File: src/rtl/dm_access_ctrl.sv
//==============================================================================
// Module  : dm_access_ctrl
// Purpose : MEM-stage initiator for a single-port synchronous data memory.
//           Accepts load/store requests on a valid/ready handshake, issues the
//           memory cycle, and returns the word on a valid/ready response
//           channel. A hold register keeps the response stable under
//           back-pressure. Out-of-range word addresses are answered with an
//           error response and never reach memory.
// Revision: 1.0 - initial release
//==============================================================================
`default_nettype none

module dm_access_ctrl #(
   parameter int N = 7
) (
   input  logic          clka,
   input  logic          rstn,
   input  logic          req_valid,
   output logic          req_ready,
   input  logic          req_we,
   input  logic [31:0]   req_addr,
   input  logic [31:0]   req_wdata,
   output logic          rsp_valid,
   input  logic          rsp_ready,
   output logic [31:0]   rsp_rdata,
   output logic          rsp_err,
   output logic          ena,
   output logic          wea,
   output logic [N-1:0]  addra,
   output logic [31:0]   dina,
   input  logic [31:0]   douta
);

   typedef enum logic [1:0] {
      S_IDLE = 2'd0,
      S_WAIT = 2'd1,
      S_HOLD = 2'd2,
      S_ERR  = 2'd3
   } state_t;

   state_t        r_state;
   logic [31:0]   r_hold;

   logic          w_accept;
   logic          w_in_range;
   logic          w_slot_free;

   // The response slot frees up this cycle when empty or being drained
   assign w_slot_free = (r_state == S_IDLE) | rsp_ready;

   // Handshake and memory command decode; memory is addressed in the accept cycle
   assign req_ready  = rstn & w_slot_free;
   assign w_accept   = req_valid & req_ready;
   assign w_in_range = (req_addr[31:N] == '0);
   assign ena        = w_accept & w_in_range;
   assign wea        = ena & req_we;
   assign addra      = req_addr[N-1:0];
   assign dina       = req_wdata;

   // State register plus capture of the read word when the consumer stalls
   always_ff @(posedge clka or negedge rstn) begin
      if (!rstn) begin
         r_state <= S_IDLE;
         r_hold  <= '0;
      end else begin
         if (r_state == S_WAIT && !rsp_ready) begin
            // douta is only valid for this one cycle, so freeze it now
            r_hold  <= douta;
            r_state <= S_HOLD;
         end else if (w_slot_free) begin
            if (w_accept && w_in_range) begin
               r_state <= S_WAIT;
            end else if (w_accept) begin
               r_state <= S_ERR;
            end else begin
               r_state <= S_IDLE;
            end
         end
      end
   end

   // Response channel decode from the current state
   always_comb begin
      rsp_valid = 1'b0;
      rsp_err   = 1'b0;
      rsp_rdata = '0;
      case (r_state)
         S_WAIT: begin
            rsp_valid = 1'b1;
            rsp_rdata = douta;
         end
         S_HOLD: begin
            rsp_valid = 1'b1;
            rsp_rdata = r_hold;
         end
         S_ERR: begin
            rsp_valid = 1'b1;
            rsp_err   = 1'b1;
         end
         default: begin
            rsp_valid = 1'b0;
         end
      endcase
   end

endmodule

`default_nettype wire

File: config.mk
export PLATFORM = sky130hd
export DESIGN_NAME = dm_access_ctrl
export DESIGN_NICKNAME = d
export VERILOG_FILES = /design/src/rtl/dm_access_ctrl.sv
export SDC_FILE = /design/constraint.sdc
export NUM_CORES = 1
export LEC_CHECK = 0
export CAP_MARGIN = 15
export CELL_PAD_IN_SITES_DETAIL_PLACEMENT = 1
export CELL_PAD_IN_SITES_GLOBAL_PLACEMENT = 1
export CORE_UTILIZATION = 24
export CTS_CLUSTER_SIZE = 40
export DETAILED_ROUTE_END_ITERATION = 10
export HOLD_SLACK_MARGIN = 0.1
export PLACE_DENSITY_LB_ADDON = 0.1
export SYNTH_ARGS = -nofsm -noshare
export SYNTH_HDL_FRONTEND = slang
export SYNTH_SLANG_ARGS = --single-unit
File: constraint.sdc
create_clock -name clka -period 2.1 [get_ports clka]
set_input_delay 0.315 -clock clka [delete_from_list [all_inputs] [get_ports clka]]
set_output_delay 0.315 -clock clka [all_outputs]
set_load 0.005 [all_outputs]
==> metrics.md <==
| Metric | Value |
|---|---|
| Status | finished with violations |
| Violated checks | negative setup slack |
| Clock network power share | between 10% and 20% |
| Diode count | 0 |
| Global-route wire length before repair | between 10 and 15 mm |
| Critical Path Fanout Max | 14 |
| Kind of critical path | reg2out |
| NetSw | roughly 860 uW |
| Reg power frac | roughly 38% |
| DRC viols | 0 |
| Cell Int Power | 2110 uW |
| Synthesized area per cell | approximately 11 um^2 |
| Nets@finish | 402 |
| RSZ-0062 raised after global routing | yes |
| DIE AREA | just over 0.01 mm^2 |
| Vias in the first global route | between 1,500 and 2,000 |
| Layout fillers | around 1,000 |
| Ports | 177 |
| Max-Slew Margin vs Limit | between 60% and 70% |
| Detailed Routing Iterations Pass 1 | 4 |
| Synth cell types | 20 |
| Peak supply drop | around 0.00030 V |
| Clock Skew | 0.00492 ns |
| Net Count, Synth | between 300 and 400 |
| CORE AREA | roughly 0.0093 mm^2 |
| #FFs+latches synth | 34 |
| Arrival @ worst endpoint | 1.80 ns |
| Area Growth Syn to Fin | 60.3% |
| GRT overflow | 0 |
| Clock latency at the later pin of the worst-skew pair | 0.28 ns |
| CTS root buffer | clkbuf_8 |
| WP data required | 1.78 ns |
| HP Class | in2async |
| Cell Pwr Density | 797 mW/mm^2 |
| Crit start category | register |
| Synthesized netlist cell count | roughly 210 |
| Fin. Hold Viols | 0 |
| WHS | between 0.1 and 0.15 ns |
| DRT iter0 DRCs | 35 |
| Final worst path period need | between 2 and 2.5 ns |
| Global placer's final weighted congestion | between 0.6 and 0.7 |
| Logic pwr share | a little under half |
| Final period utilization | 101% |
| Switching share of total power | 29.1% |
| Rows | 35 |
| Pre-CTS setup slack | -0.289 ns |
| CTS Buffer Depth | 2 |
| CTS tree | yes |
| Clock sink count | 34 |
| Largest net degree at the start of global routing | 35 |
| Post-DP HPWL | 4.15 mm |
| Post-synthesis sequential area ratio | between 30% and 40% |
| CTS buffer count | 5 |
| Initial Util | 25.0% |
| Final WL | around 6.6 mm |
| Port bufs | just under 100 |
| Critical Path End Type | primary output |
| DIE WIDTH | between 100 and 150 um |
| Chip Height | approximately 100 um |
| Wire length per cell | approximately 15 um |
| DR vias | 1,863 |
| Share of cells above drive strength 1 | 36.9% |
| Yosys warns | 0 |
| Max Cap Viol | 0 |
| ANT nets after route | 0 |
| H-Tree Depth | 2 |
| Clock slew at reported path FFs | approximately 0.07 ns |
| Initial antenna violation count | 0 |
| Post-Syn Area | between 0.002 and 0.0025 mm^2 |
| Final setup fails | 1 |
| Slew Viols, Final | 0 |
| Routed vias/inst | between 4 and 5 |
| Overall Global Routing Usage | about an eighth |
| Worst-margin pin slew | roughly 0.45 ns |
| P_leak | between 0.0015 and 0.002 uW |
| Worst Slack Setup Final | -0.0129 ns |
| Highest Clock Rate | 0.473 GHz |
## worst max-delay path, cell delays in order, from the launching register on
cell,delay (ns)
dfrtp_1,0.40
buf_6,0.13
ha_4,0.17
buf_12,0.15
buf_4,0.13
buf_4,0.13
a22oi_2,0.17
nor2b_1,0.08
dlymetal6s2s_1,0.15
## sequential cells by signal, indices dropped and copies added (netlist names)
name and flops:
r_hold 32, r_state 2
## cells in the mapped netlist
cell type	instances	share of area [%]
nand2_1	2	0.32
nor2b_1	33	8.9
ha_1	5	2.7
nor4_1	5	1.3
buf_4	39	13
mux2_2	4	1.9
a21oi_1	2	0.43
nand3_1	1	0.21
buf_6	5	2.4
a22oi_1	32	10
inv_1	3	0.48
and4_1	1	0.38
nor2_1	3	0.48
mux2_4	28	18
clkbuf_1	9	1.5
o21ai_0	1	0.21
nor2b_4	1	0.59
dfrtp_1	34	37
nand4_1	1	0.27
nor3_1	2	0.43
## placed cells by master, fill, tap and decap left out
master,count
a22oi_1,13
clkbuf_2,3
inv_1,1
and4_1,1
buf_4,21
dlymetal6s2s_1,23
o21ai_0,1
ha_4,3
mux2_4,28
nor4_2,4
nor2_1,2
a21oi_1,2
clkdlybuf4s50_1,62
nand4_1,1
clkdlybuf4s15_1,4
nor4_1,1
inv_2,2
buf_2,1
nor3_1,2
dfrtp_1,34
nand2_1,2
nand3_1,1
a22oi_2,19
ha_1,2
nor2b_2,4
mux2_2,4
buf_12,6
clkbuf_8,6
nor2b_1,29
buf_6,2
nor2b_4,1
nor2_2,1
buf_8,4
dlygate4sd2_1,5
## worst paths after layout
path,startpoint,endpoint,slack [ns],cells after the start
max,r_state[0],rsp_rdata[4],-0.01,8
min,rstn,r_hold[17],0.13,2
max reg2reg,r_state[1],r_hold[15],0.42,6
min reg2reg,r_hold[14],r_hold[14],0.51,1
max in group asynchronous,rstn,r_hold[2],1.65,2
min in group clka,r_hold[14],r_hold[14],0.51,1
## logic make-up after synthesis
family	count (synthesis)	synth area share, %
compound gates	35	11.0
mux	32	20.0
fa+ha+maj	5	2.69
flops	34	36.5
simple gates	49	12.9
buf+inv	56	16.9
## routing by layer
layer / GRT usage [%] / routed length, um
met1: 16.7 / 2820
met2: 21.7 / 3270
met3: 3.61 / 415
met4: 3.23 / 54
met5: 0 / 0
## metrics by stage
stage	power [uW]	area, um^2	utilization [%]	cells	TNS, ns
2_1_floorplan	1820	2330	-	211	0
3_3_place_gp	2260	3230	34.7	400	-0.462
3_5_place_dp	2270	3230	34.7	400	-0.465
4_1_cts	2870	3450	36.9	413	-3.10
5_1_grt	3170	3730	40.0	424	-0.245
6_report	2970	3730	40.0	424	-0.0129
## power groups by stage
stage | clock [uW] | sequential [uW] | combinational, uW
after floorplan | 0 | 1060 | 764
after global placement | 0 | 1080 | 1180
after detailed placement | 0 | 1090 | 1180
after CTS | 501 | 1090 | 1280
after global routing | 522 | 1150 | 1490
final | 485 | 1120 | 1370
## final cells by class
cell class / count / area (um^2) / share of cell area (%)
Multi-Input combinational cell: 121 / 1250 / 33.6
Timing Repair Buffer: 131 / 1370 / 36.8
Sequential cell: 34 / 851 / 22.8
Clock buffer: 6 / 82.6 / 2.21
Inverter: 3 / 11.3 / 0.302
Tap cell: 129 / 161 / 4.32
## what timing repair did
item	4_1_cts	5_1_grt
pin swaps	3	6
setup buffers	4	11
gates cloned	3	0
setup endpoints to repair	35	26
hold buffers	0	0
resized for setup	35	67
Note: power is estimated with default switching activity, not from simulation.
